[src/rtl/jb_dfe_pkg.sv]
// Shared types and default sizes for the DFE antenna TDM path.
package jb_dfe_pkg;

    localparam int DEF_N_ANTENNAS = 4;
    localparam int DEF_PRECISION  = 16;
    localparam int DEF_FIFO_DEPTH = 8;
    localparam int DEF_USR_ID_BW  = 2;

    typedef enum logic {
        TDM_IDLE = 1'b0,
        TDM_SEND = 1'b1
    } tdm_state_e;

    typedef logic [DEF_USR_ID_BW-1:0]   ant_idx_t;
    typedef logic [2*DEF_PRECISION-1:0] sample_t;

endpackage

[src/rtl/jb_axi4_stream_if.sv]
// Minimal AXI4-stream bundle used on the shared DFE bus.
interface jb_axi4_stream_if #(
    parameter int DATA_W = 32,
    parameter int USER_W = 2
) ();
    logic [DATA_W-1:0] tdata;
    logic [USER_W-1:0] tuser;
    logic              tvalid;
    logic              tlast;
    logic              tready;

    modport master (output tdata, output tuser, output tvalid, output tlast, input tready);
    modport slave  (input tdata, input tuser, input tvalid, input tlast, output tready);
endinterface

[src/rtl/jb_dfe_lane_fifo.sv]
// Per-lane synchronous skid FIFO; pointers carry one extra wrap bit for full/empty.
module jb_dfe_lane_fifo #(
    parameter int DEPTH = 8,
    parameter int W     = 32
) (
    input  logic                     clk_4x,
    input  logic                     rst_4x,
    input  logic                     push,
    input  logic                     pop,
    input  logic [W-1:0]             din,
    output logic [W-1:0]             dout,
    output logic [$clog2(DEPTH):0]   count,
    output logic                     full,
    output logic                     empty
);

    localparam int AW = $clog2(DEPTH);

    logic [W-1:0] mem [DEPTH];
    logic [AW:0]  wr_ptr;
    logic [AW:0]  rd_ptr;
    logic         do_push;
    logic         do_pop;

    assign empty   = (wr_ptr == rd_ptr);
    assign full    = (wr_ptr[AW] != rd_ptr[AW]) && (wr_ptr[AW-1:0] == rd_ptr[AW-1:0]);
    assign count   = wr_ptr - rd_ptr;
    assign dout    = mem[rd_ptr[AW-1:0]];
    assign do_push = push && !full;
    assign do_pop  = pop && !empty;

    always_ff @(posedge clk_4x) begin
        if (do_push) begin
            mem[wr_ptr[AW-1:0]] <= din;
        end
    end

    always_ff @(posedge clk_4x) begin
        if (rst_4x) begin
            wr_ptr <= '0;
            rd_ptr <= '0;
        end else begin
            if (do_push) wr_ptr <= wr_ptr + 1'b1;
            if (do_pop)  rd_ptr <= rd_ptr + 1'b1;
        end
    end

endmodule

[src/rtl/jb_dfe_ant_tdm_mux.sv]
// Antenna TDM packer: per-antenna lanes in, one antenna-interleaved AXI4-stream out.
module jb_dfe_ant_tdm_mux
    import jb_dfe_pkg::*;
#(
    parameter int N_ANTENNAS = DEF_N_ANTENNAS,
    parameter int PRECISION  = DEF_PRECISION,
    parameter int FIFO_DEPTH = DEF_FIFO_DEPTH,
    parameter int USR_ID_BW  = DEF_USR_ID_BW
) (
    input  logic                                     clk_4x,
    input  logic                                     rst_4x,
    input  logic                                     enable,
    input  logic                                     err_clr,
    input  logic [N_ANTENNAS-1:0]                    s_tvalid,
    input  logic [N_ANTENNAS-1:0][2*PRECISION-1:0]   s_tdata,
    output logic [N_ANTENNAS-1:0]                    s_tready,
    jb_axi4_stream_if.master                         IFP_dfe_tdm_out,
    output logic                                     err_skew,
    output tdm_state_e                               dbg_state
);

    localparam int DW = 2 * PRECISION;
    localparam int CW = $clog2(FIFO_DEPTH) + 1;
    localparam logic [USR_ID_BW-1:0] K_LAST = USR_ID_BW'(N_ANTENNAS - 1);

    logic [N_ANTENNAS-1:0] lane_push;
    logic [N_ANTENNAS-1:0] lane_pop;
    logic [N_ANTENNAS-1:0] lane_full;
    logic [N_ANTENNAS-1:0] lane_empty;
    logic [DW-1:0]         lane_dout [N_ANTENNAS];
    logic [CW-1:0]         lane_cnt  [N_ANTENNAS];

    tdm_state_e            state;
    logic [USR_ID_BW-1:0]  k;
    logic                  out_tvalid;
    logic                  out_tlast;
    logic [DW-1:0]         out_tdata;
    logic [USR_ID_BW-1:0]  out_tuser;

    logic all_ne;
    logic load;
    logic last_lane_refill;
    logic any_full;
    logic any_empty;

    // Both sides use valid/ready: a beat transfers on a cycle where valid and ready are
    // both high; once valid is raised the payload is held until that transfer happens.
    assign s_tready  = ~lane_full & {N_ANTENNAS{~rst_4x}};
    assign lane_push = s_tvalid & s_tready;

    for (genvar a = 0; a < N_ANTENNAS; a++) begin : g_lane
        jb_dfe_lane_fifo #(
            .DEPTH (FIFO_DEPTH),
            .W     (DW)
        ) u_fifo (
            .clk_4x (clk_4x),
            .rst_4x (rst_4x),
            .push   (lane_push[a]),
            .pop    (lane_pop[a]),
            .din    (s_tdata[a]),
            .dout   (lane_dout[a]),
            .count  (lane_cnt[a]),
            .full   (lane_full[a]),
            .empty  (lane_empty[a])
        );
    end

    assign all_ne   = ~|lane_empty;
    assign load     = (state == TDM_SEND) && (!out_tvalid || IFP_dfe_tdm_out.tready);
    assign lane_pop = load ? (N_ANTENNAS'(1) << k) : '0;
    // The last lane is popped in the same cycle the next-frame decision is made,
    // so it needs a second sample queued for the following frame to start gap-free.
    assign last_lane_refill = (lane_cnt[N_ANTENNAS-1] >= CW'(2));

    always_comb begin
        any_full  = 1'b0;
        any_empty = 1'b0;
        for (int a = 0; a < N_ANTENNAS; a++) begin
            if (lane_cnt[a] == CW'(FIFO_DEPTH)) any_full = 1'b1;
            if (lane_cnt[a] == '0)              any_empty = 1'b1;
        end
    end

    always_ff @(posedge clk_4x) begin
        if (rst_4x) begin
            state      <= TDM_IDLE;
            k          <= '0;
            out_tvalid <= 1'b0;
            out_tlast  <= 1'b0;
            out_tdata  <= '0;
            out_tuser  <= '0;
        end else begin
            if (load) begin
                out_tvalid <= 1'b1;
                out_tdata  <= lane_dout[k];
                out_tuser  <= k;
                out_tlast  <= (k == K_LAST);
            end else if (IFP_dfe_tdm_out.tready) begin
                out_tvalid <= 1'b0;
                out_tlast  <= 1'b0;
            end

            case (state)
                TDM_IDLE: begin
                    if (enable && all_ne) begin
                        state <= TDM_SEND;
                        k     <= '0;
                    end
                end
                TDM_SEND: begin
                    if (load) begin
                        if (k == K_LAST) begin
                            k <= '0;
                            if (!(enable && all_ne && last_lane_refill)) state <= TDM_IDLE;
                        end else begin
                            k <= k + 1'b1;
                        end
                    end
                end
                default: state <= TDM_IDLE;
            endcase
        end
    end

    always_ff @(posedge clk_4x) begin
        if (rst_4x) begin
            err_skew <= 1'b0;
        end else if (any_full && any_empty) begin
            err_skew <= 1'b1;
        end else if (err_clr) begin
            err_skew <= 1'b0;
        end
    end

    assign IFP_dfe_tdm_out.tvalid = out_tvalid;
    assign IFP_dfe_tdm_out.tdata  = out_tdata;
    assign IFP_dfe_tdm_out.tuser  = out_tuser;
    assign IFP_dfe_tdm_out.tlast  = out_tlast;
    assign dbg_state              = state;

endmodule

[src/flat_wrapper.sv]
// flat-port wrapper written by rule: the top's interface ports become plain ports
module jb_dfe_ant_tdm_mux_flat import jb_dfe_pkg::*;
#(
    parameter int N_ANTENNAS = DEF_N_ANTENNAS,
    parameter int PRECISION  = DEF_PRECISION,
    parameter int FIFO_DEPTH = DEF_FIFO_DEPTH,
    parameter int USR_ID_BW  = DEF_USR_ID_BW
)
  (clk_4x, rst_4x, enable, err_clr, s_tvalid, s_tdata, s_tready, err_skew, dbg_state, IFP_dfe_tdm_out_tdata, IFP_dfe_tdm_out_tuser, IFP_dfe_tdm_out_tvalid, IFP_dfe_tdm_out_tlast, IFP_dfe_tdm_out_tready);
  jb_axi4_stream_if #(.DATA_W((32)), .USER_W(2)) IFP_dfe_tdm_out_i ();
  input  logic clk_4x;
  input  logic rst_4x;
  input  logic enable;
  input  logic err_clr;
  input  logic [N_ANTENNAS-1:0] s_tvalid;
  input  logic [N_ANTENNAS-1:0][2*PRECISION-1:0] s_tdata;
  output logic [N_ANTENNAS-1:0] s_tready;
  output logic err_skew;
  output tdm_state_e dbg_state;
  output wire logic [$bits(IFP_dfe_tdm_out_i.tdata)-1:0] IFP_dfe_tdm_out_tdata;
  output wire logic [$bits(IFP_dfe_tdm_out_i.tuser)-1:0] IFP_dfe_tdm_out_tuser;
  output wire logic [$bits(IFP_dfe_tdm_out_i.tvalid)-1:0] IFP_dfe_tdm_out_tvalid;
  output wire logic [$bits(IFP_dfe_tdm_out_i.tlast)-1:0] IFP_dfe_tdm_out_tlast;
  input wire logic [$bits(IFP_dfe_tdm_out_i.tready)-1:0] IFP_dfe_tdm_out_tready;
  assign IFP_dfe_tdm_out_tdata = IFP_dfe_tdm_out_i.tdata;
  assign IFP_dfe_tdm_out_tuser = IFP_dfe_tdm_out_i.tuser;
  assign IFP_dfe_tdm_out_tvalid = IFP_dfe_tdm_out_i.tvalid;
  assign IFP_dfe_tdm_out_tlast = IFP_dfe_tdm_out_i.tlast;
  assign IFP_dfe_tdm_out_i.tready = IFP_dfe_tdm_out_tready;
  jb_dfe_ant_tdm_mux #(.N_ANTENNAS(N_ANTENNAS), .PRECISION(PRECISION), .FIFO_DEPTH(FIFO_DEPTH), .USR_ID_BW(USR_ID_BW)) u_core (.clk_4x(clk_4x), .rst_4x(rst_4x), .enable(enable), .err_clr(err_clr), .s_tvalid(s_tvalid), .s_tdata(s_tdata), .s_tready(s_tready), .IFP_dfe_tdm_out(IFP_dfe_tdm_out_i), .err_skew(err_skew), .dbg_state(dbg_state));
endmodule
[config.mk]
export PLATFORM = sky130hd
export DESIGN_NAME = jb_dfe_ant_tdm_mux_flat
export DESIGN_NICKNAME = d
export VERILOG_FILES = /design/src/rtl/jb_dfe_pkg.sv /design/src/rtl/jb_axi4_stream_if.sv /design/src/rtl/jb_dfe_lane_fifo.sv /design/src/rtl/jb_dfe_ant_tdm_mux.sv /design/src/flat_wrapper.sv
export SDC_FILE = /design/constraint.sdc
export NUM_CORES = 1
export LEC_CHECK = 0
export BUFFER_PORTS_ARGS = -buffer_cell sky130_fd_sc_hd__buf_2
export CAP_MARGIN = 20
export CORE_ASPECT_RATIO = 0.8
export CORE_UTILIZATION = 55
export DETAILED_ROUTE_END_ITERATION = 7
export PLACE_DENSITY = 0.79
export SYNTH_ARGS = -nofsm -noshare
export SYNTH_HDL_FRONTEND = slang
export SYNTH_SLANG_ARGS = --single-unit
[constraint.sdc]
create_clock -name clk_4x -period 3.9 [get_ports clk_4x]
set_input_delay 0.585 -clock clk_4x [delete_from_list [all_inputs] [get_ports clk_4x]]
set_output_delay 0.585 -clock clk_4x [all_outputs]
set_load 0.1 [all_outputs]
[Word-level counts from Yosys, hierarchy flattened]
Memories as Yosys holds them, arrays and structs flattened. A register that Yosys moved wholly into a read port is not among the register bits.
Cells that the tools add are included.
Cells by class
  mux-type cells: 42
  $lt $le $gt $ge: 2
  bitwise logic cells: 6
  equal/unequal tests: 19
  $add $sub $neg: 13
  reduce and logical (&&, ||, !) cells: 35
  shift operators: 1
Operators with widths (number)
  $bmux 32 s2: 1
  $mux 32: 2
  $add 4x1->4 const B: 8
  $mux 1: 25
  $mux 3: 8
  $eq 4x4->1: 4
  $eq 4x4->1 const B: 4
  $logic_and 1x1->1: 16
  $logic_not 4->1: 4
  $sub 4x4->4: 4
  $eq 3x3->1: 4
  $logic_not 1->1: 10
  $and 4x4->4: 2
  $mux 2: 3
  $ge 4x2->1 const B: 1
  $mux 4: 1
  $ne 1x1->1: 4
  $not 4->4: 1
  $pmux 2 s2: 1
  $reduce_bool 2->1: 2
  $reduce_or 4->1: 1
  $shl 1x2->4 const A: 1
  $ge 3x3->1 const B: 1
  $not 2->3: 1
  other kinds (8): 9
Word-level totals
  memory bits (writable): 1024
  output and inout port bits: 42
  memories kept: 4
  bits in registers: 72
Memories
  u_core.g_lane[0].u_fifo.mem: depth 8, bits a word 32, rd ports 1, clocked after Yosys merged registers in 1, write ports 1, RTL line jb_dfe_lane_fifo.sv:19  | logic [W-1:0] mem [DEPTH];
  u_core.g_lane[1].u_fifo.mem: depth 8, bits a word 32, rd ports 1, clocked after Yosys merged registers in 1, write ports 1, RTL line jb_dfe_lane_fifo.sv:19
  u_core.g_lane[2].u_fifo.mem: depth 8, bits a word 32, rd ports 1, clocked after Yosys merged registers in 1, write ports 1, RTL line jb_dfe_lane_fifo.sv:19
  u_core.g_lane[3].u_fifo.mem: depth 8, bits a word 32, rd ports 1, clocked after Yosys merged registers in 1, write ports 1, RTL line jb_dfe_lane_fifo.sv:19

[Longest topological paths before layout]
  depth in word-level cells: 9
  depth in mapped cells: 9
  mapped depth without buffers: 8

[Modules after synthesis]
A second synthesis with hierarchy kept.
Unflattened totals
  cell total of the unflattened synthesis: 2020
  area total of the unflattened synthesis: 44028.5 um^2
By module, submodules not included
  jb_dfe_lane_fifo (u_core.g_lane[2].u_fifo ...): cells an instance 444, area each 10412.5 um^2, times used 2, sequential area each 7907.6 um^2
  jb_dfe_lane_fifo (u_core.g_lane[0].u_fifo ...): cells an instance 443, area each 10378.7 um^2, times used 2, sequential area each 7907.6 um^2
  jb_dfe_ant_tdm_mux: cells an instance 246, area each 2446.1 um^2, times used 1, sequential area each 800.8 um^2

[Worst setup path after synthesis]
OpenSTA, ideal clock, no wires.
  kind: register to register
  start: register u_core.g_lane[3].u_fifo.rd_ptr[2]
  end: memory u_core.g_lane[3].u_fifo.mem[0][0], enable pin
  data required time: 3.439 ns
  setup time: 0.461 ns
  stages on the path, launching flop included: 6
  setup slack: -1.855 ns
  data arrival time: 5.294 ns
  path through: dfxtp_1 > inv_1 > ha_1 > a41oi_1 > nand3_1 > nor3_1
Between the ends
  longest elaborated chain between the ends: 8
  elaborated cells between the ends (all ways): 9
Ends and longest elaborated chain
  start, declared: RTL line jb_dfe_lane_fifo.sv:21  | logic [AW:0] rd_ptr;
  start signal, assigned: RTL line jb_dfe_lane_fifo.sv:44  | if (do_pop) rd_ptr <= rd_ptr + 1'b1;
  $eq 3x3->1: RTL line jb_dfe_lane_fifo.sv:26  | assign full = (wr_ptr[AW] != rd_ptr[AW]) && (wr_ptr[AW-1:0] == rd_ptr[AW-1:0]);
  $logic_and 1x1->1: RTL line jb_dfe_lane_fifo.sv:26
  $not 4->4: RTL line jb_dfe_ant_tdm_mux.sv:48  | assign s_tready = ~lane_full & {N_ANTENNAS{~rst_4x}};
  $and 4x4->4: RTL line jb_dfe_ant_tdm_mux.sv:48
  net s_tready[3]: RTL line flat_wrapper.sv:17  | output logic [N_ANTENNAS-1:0] s_tready;
  $and 4x4->4: RTL line jb_dfe_ant_tdm_mux.sv:49  | assign lane_push = s_tvalid & s_tready;
  $logic_and 1x1->1: RTL line jb_dfe_lane_fifo.sv:29  | assign do_push = push && !full;
  $mux 1: RTL line jb_dfe_lane_fifo.sv:33  | if (do_push) begin
  $mux 1 (not written as such): RTL line jb_dfe_lane_fifo.sv:34  | mem[wr_ptr[AW-1:0]] <= din;
  end, declared: RTL line jb_dfe_lane_fifo.sv:19
The timed path passes the listed nets, and every way through them passes these cells.

[Worst setup path in the final report]
  start: register u_core.g_lane[1].u_fifo.wr_ptr[2]
  end: output port s_tready[1]
Between the ends
  longest elaborated chain between the ends: 4
Ends and longest elaborated chain
  start, declared: RTL line jb_dfe_lane_fifo.sv:20  | logic [AW:0] wr_ptr;
  start signal, assigned: RTL line jb_dfe_lane_fifo.sv:43  | if (do_push) wr_ptr <= wr_ptr + 1'b1;
  $eq 3x3->1: RTL line jb_dfe_lane_fifo.sv:26
  $logic_and 1x1->1: RTL line jb_dfe_lane_fifo.sv:26
  $not 4->4: RTL line jb_dfe_ant_tdm_mux.sv:48
  $and 4x4->4: RTL line jb_dfe_ant_tdm_mux.sv:48
  end, declared: RTL line flat_wrapper.sv:17
Every way passes these cells.

==> results.cfg <==
[status]
outcome = complete, no violations

[grt]
grt_max_degree = 48
grt_pass1_wl_um = 143000
antenna_found_initial = 30
grt.total_usage_pct = 25.3
overflow = 0
grt_pass1_vias = 21400

[cells_and_area]
syn_to_final_growth_pct = 14.1
layout_common_cells = edfxtp_1 (1024), mux4_2 (256), buf_2 (178)
drive_gt1_share_pct = 32.0
nets = 2438
mostFrequentLayoutCell = edfxtp_1

[timing]
period_minus_slack_ps = 3170
skew_ps = 45.2
rsz0062_at_grt = no
tightest_slew_ps = 966
setup_violations = 0
fin_crit_sh_pct = 81.3
hold_viol = 0
tns_ps = 0
slew_viol_final = 0
relSlewSlack_pct = 33.8
fmax_mhz = 315

[floorplanning]
die_w_um = 314
coreArea_sq_um = 77100
initial_core_util_pct = 55.6
io_pins = 179
dieArea_sq_um = 79000
fp.dieH_um = 252
rows = 91

[setup_path]
slowest_stage = dfxtp_1
cp-end-kind = output pin
path_cells = ha_1 -> and3_1 -> a21oi_2 -> buf_2
critPathMaxStageDelay_ps = 570
path_class = reg -> out
critPathBufInv = 1
worst_r2r_startpoint = u_core.g_lane[1].u_fifo.wr_ptr[2]
required_ps = 3310
crit_family = flip-flops
path_max_fanout = 7
worstSetupStartpointType = register
arrival_ps = 2590
critPathLaunch = u_core.g_lane[1].u_fifo.wr_ptr[2]

[clock_tree]
clk_latency_ps = 690
cts_setup_buffers = 0
ctsResizeCount = 0
clk_pin_slew_ps = 70
cts_inserted_buffers = 101
h-tree-depth = 3
clock_sinks = 1108
cts.path.max_buffers = 3
ctsHoldBuffers = 0
clock-root-buffer = clkbuf_16
tritoncts = built

[power_and_ir_drop]
ir_worst_vdd_mv = 0.397
p_per_area_nw_per_um2 = 486
p_total_mw = 23.7
p_leak_nw = 15.2

[placed_design]
dp_hpwl_um = 62200
io_buffers = 178
gp_congestion = 0.863

[yosys]
yosysSeqAreaShare_pct = 75.7
yosys.cell_types.count = 42
ys_ff_latch = 1108
syn_area_per_cell_sq_um = 21.1
syn_area_sq_um = 42800
synth_cells = 2031
synth_nets = 2196
yosysWarnings = 0

[route]
drtPass1Iterations = 6
postRouteAntennaNets = 0
drtIter0Drc = 2724
wl_per_cell_um = 29.4
drc = 0
viasPerCell = 6.31
routed_wl_um = 99700
vias = 21400

[flow_run]
drv_cap = 0

[min_path]
min_from = s_tdata[118]
hp-class = in -> reg
## worst paths after layout
path         cells past startpoint                                 end  slack (ps)
max                              4                         s_tready[1]         730
max reg2reg                      6  u_core.g_lane[1].u_fifo.mem[4][19]         890
min reg2reg                      2                     u_core.err_skew         480
min                              1  u_core.g_lane[3].u_fifo.mem[2][22]         170
## synth_stat cells, drive strengths merged
cell    instances  share of area, %
nand4           3             0.044
and4            1             0.020
nor2           92              0.81
nand3b          1             0.018
nor2b          32              0.47
o211ai          4             0.070
nand2b         11              0.16
o22ai          28              0.41
mux2i          99               2.3
xor2           18              0.37
buf            52              0.65
a211oi         35              0.88
mux4          256                13
o21ai           4             0.047
inv            20              0.18
nand2          37              0.32
and3            7              0.10
a31oi           1             0.015
a221oi         29              0.94
a21oi          49              0.57
fa              4              0.19
xnor2          15              0.31
nor4            1             0.015
a41oi           2             0.041
dfxtp          84               3.9
or3             1             0.015
o22a            1             0.020
o31ai           1             0.018
nand3          17              0.20
nor3           14              0.18
mux2            7              0.18
a32o            1             0.023
edfxtp       1024                72
clkbuf         52              0.46
ha             24              0.70
a22oi           3             0.053
o211a           1             0.023
## cells by family (layout without fill, tap and decap cells)
| group | after synthesis | count (layout) | synth area share, % |
|---|---|---|---|
| AND/OR/NAND/NOR | 217 | 217 | 2.35 |
| buffers and inverters | 124 | 448 | 1.29 |
| other | 0 | 15 | 0 |
| multiplexers | 362 | 362 | 16.0 |
| XOR/XNOR | 33 | 33 | 0.675 |
| adder cells (fa/ha/maj) | 28 | 28 | 0.888 |
| AO/OA/AOI/OAI | 159 | 159 | 3.12 |
| flip-flops | 1108 | 1108 | 75.7 |
## registers in the layout, indices dropped and copies added (netlist names), named ones only
signal,count
u_core.g_lane.u_fifo.rd_ptr,16
u_core.IFP_dfe_tdm_out.tuser,2
u_core.dbg_state,1
u_core.k,2
u_core.g_lane.u_fifo.wr_ptr,16
u_core.IFP_dfe_tdm_out.tlast,1
u_core.IFP_dfe_tdm_out.tvalid,1
u_core.g_lane.u_fifo.mem,1024
u_core.err_skew,1
u_core.IFP_dfe_tdm_out.tdata,32
## layer usage
| metal | vias to the layer above | GRT usage, % | part of all wire [%] |
|---|---|---|---|
| met2 | 1139 | 38.1 | 46 |
| met4 | 26 | 8.13 | 3.1 |
| met3 | 198 | 7.24 | 11 |
| li1 | 8917 | - | - |
| met1 | 11100 | 35.9 | 39 |
| met5 | - | 0 | 0.17 |
## power breakdown
group          internal (mW)  leakage (nW)  switching, mW
clock network           5.60          1.63           4.30
logic                  0.207          3.67          0.479
registers               13.1          9.94         0.0485
total                   18.9          15.2           4.83
## cell type report
cell class / count / area [sq um]
well taps: 1023 / 1280
multi-input cells: 799 / 10100
repair buffers: 243 / 1540
clock buffers: 127 / 2750
flip-flops and latches: 1108 / 32500
inverters: 20 / 75.1
diodes: 15 / 37.5
clock inverters: 58 / 583
fillers: 4913 / 28200
## stage by stage
step                cell area [sq um]  hold slack (ps)  setup WS [ps]  instances  util (%)
floorplan                       42900              467           -169       2031         -
global placement                45500              464           1030       3192      59.0
detailed placement              45500              466            926       3192      59.0
CTS                             48800              133            744       3377      63.3
global route                    48800              149            644       3383      63.4
finish                          48900              167            728       3393      63.4
Note: power is estimated with default switching activity, not from simulation.
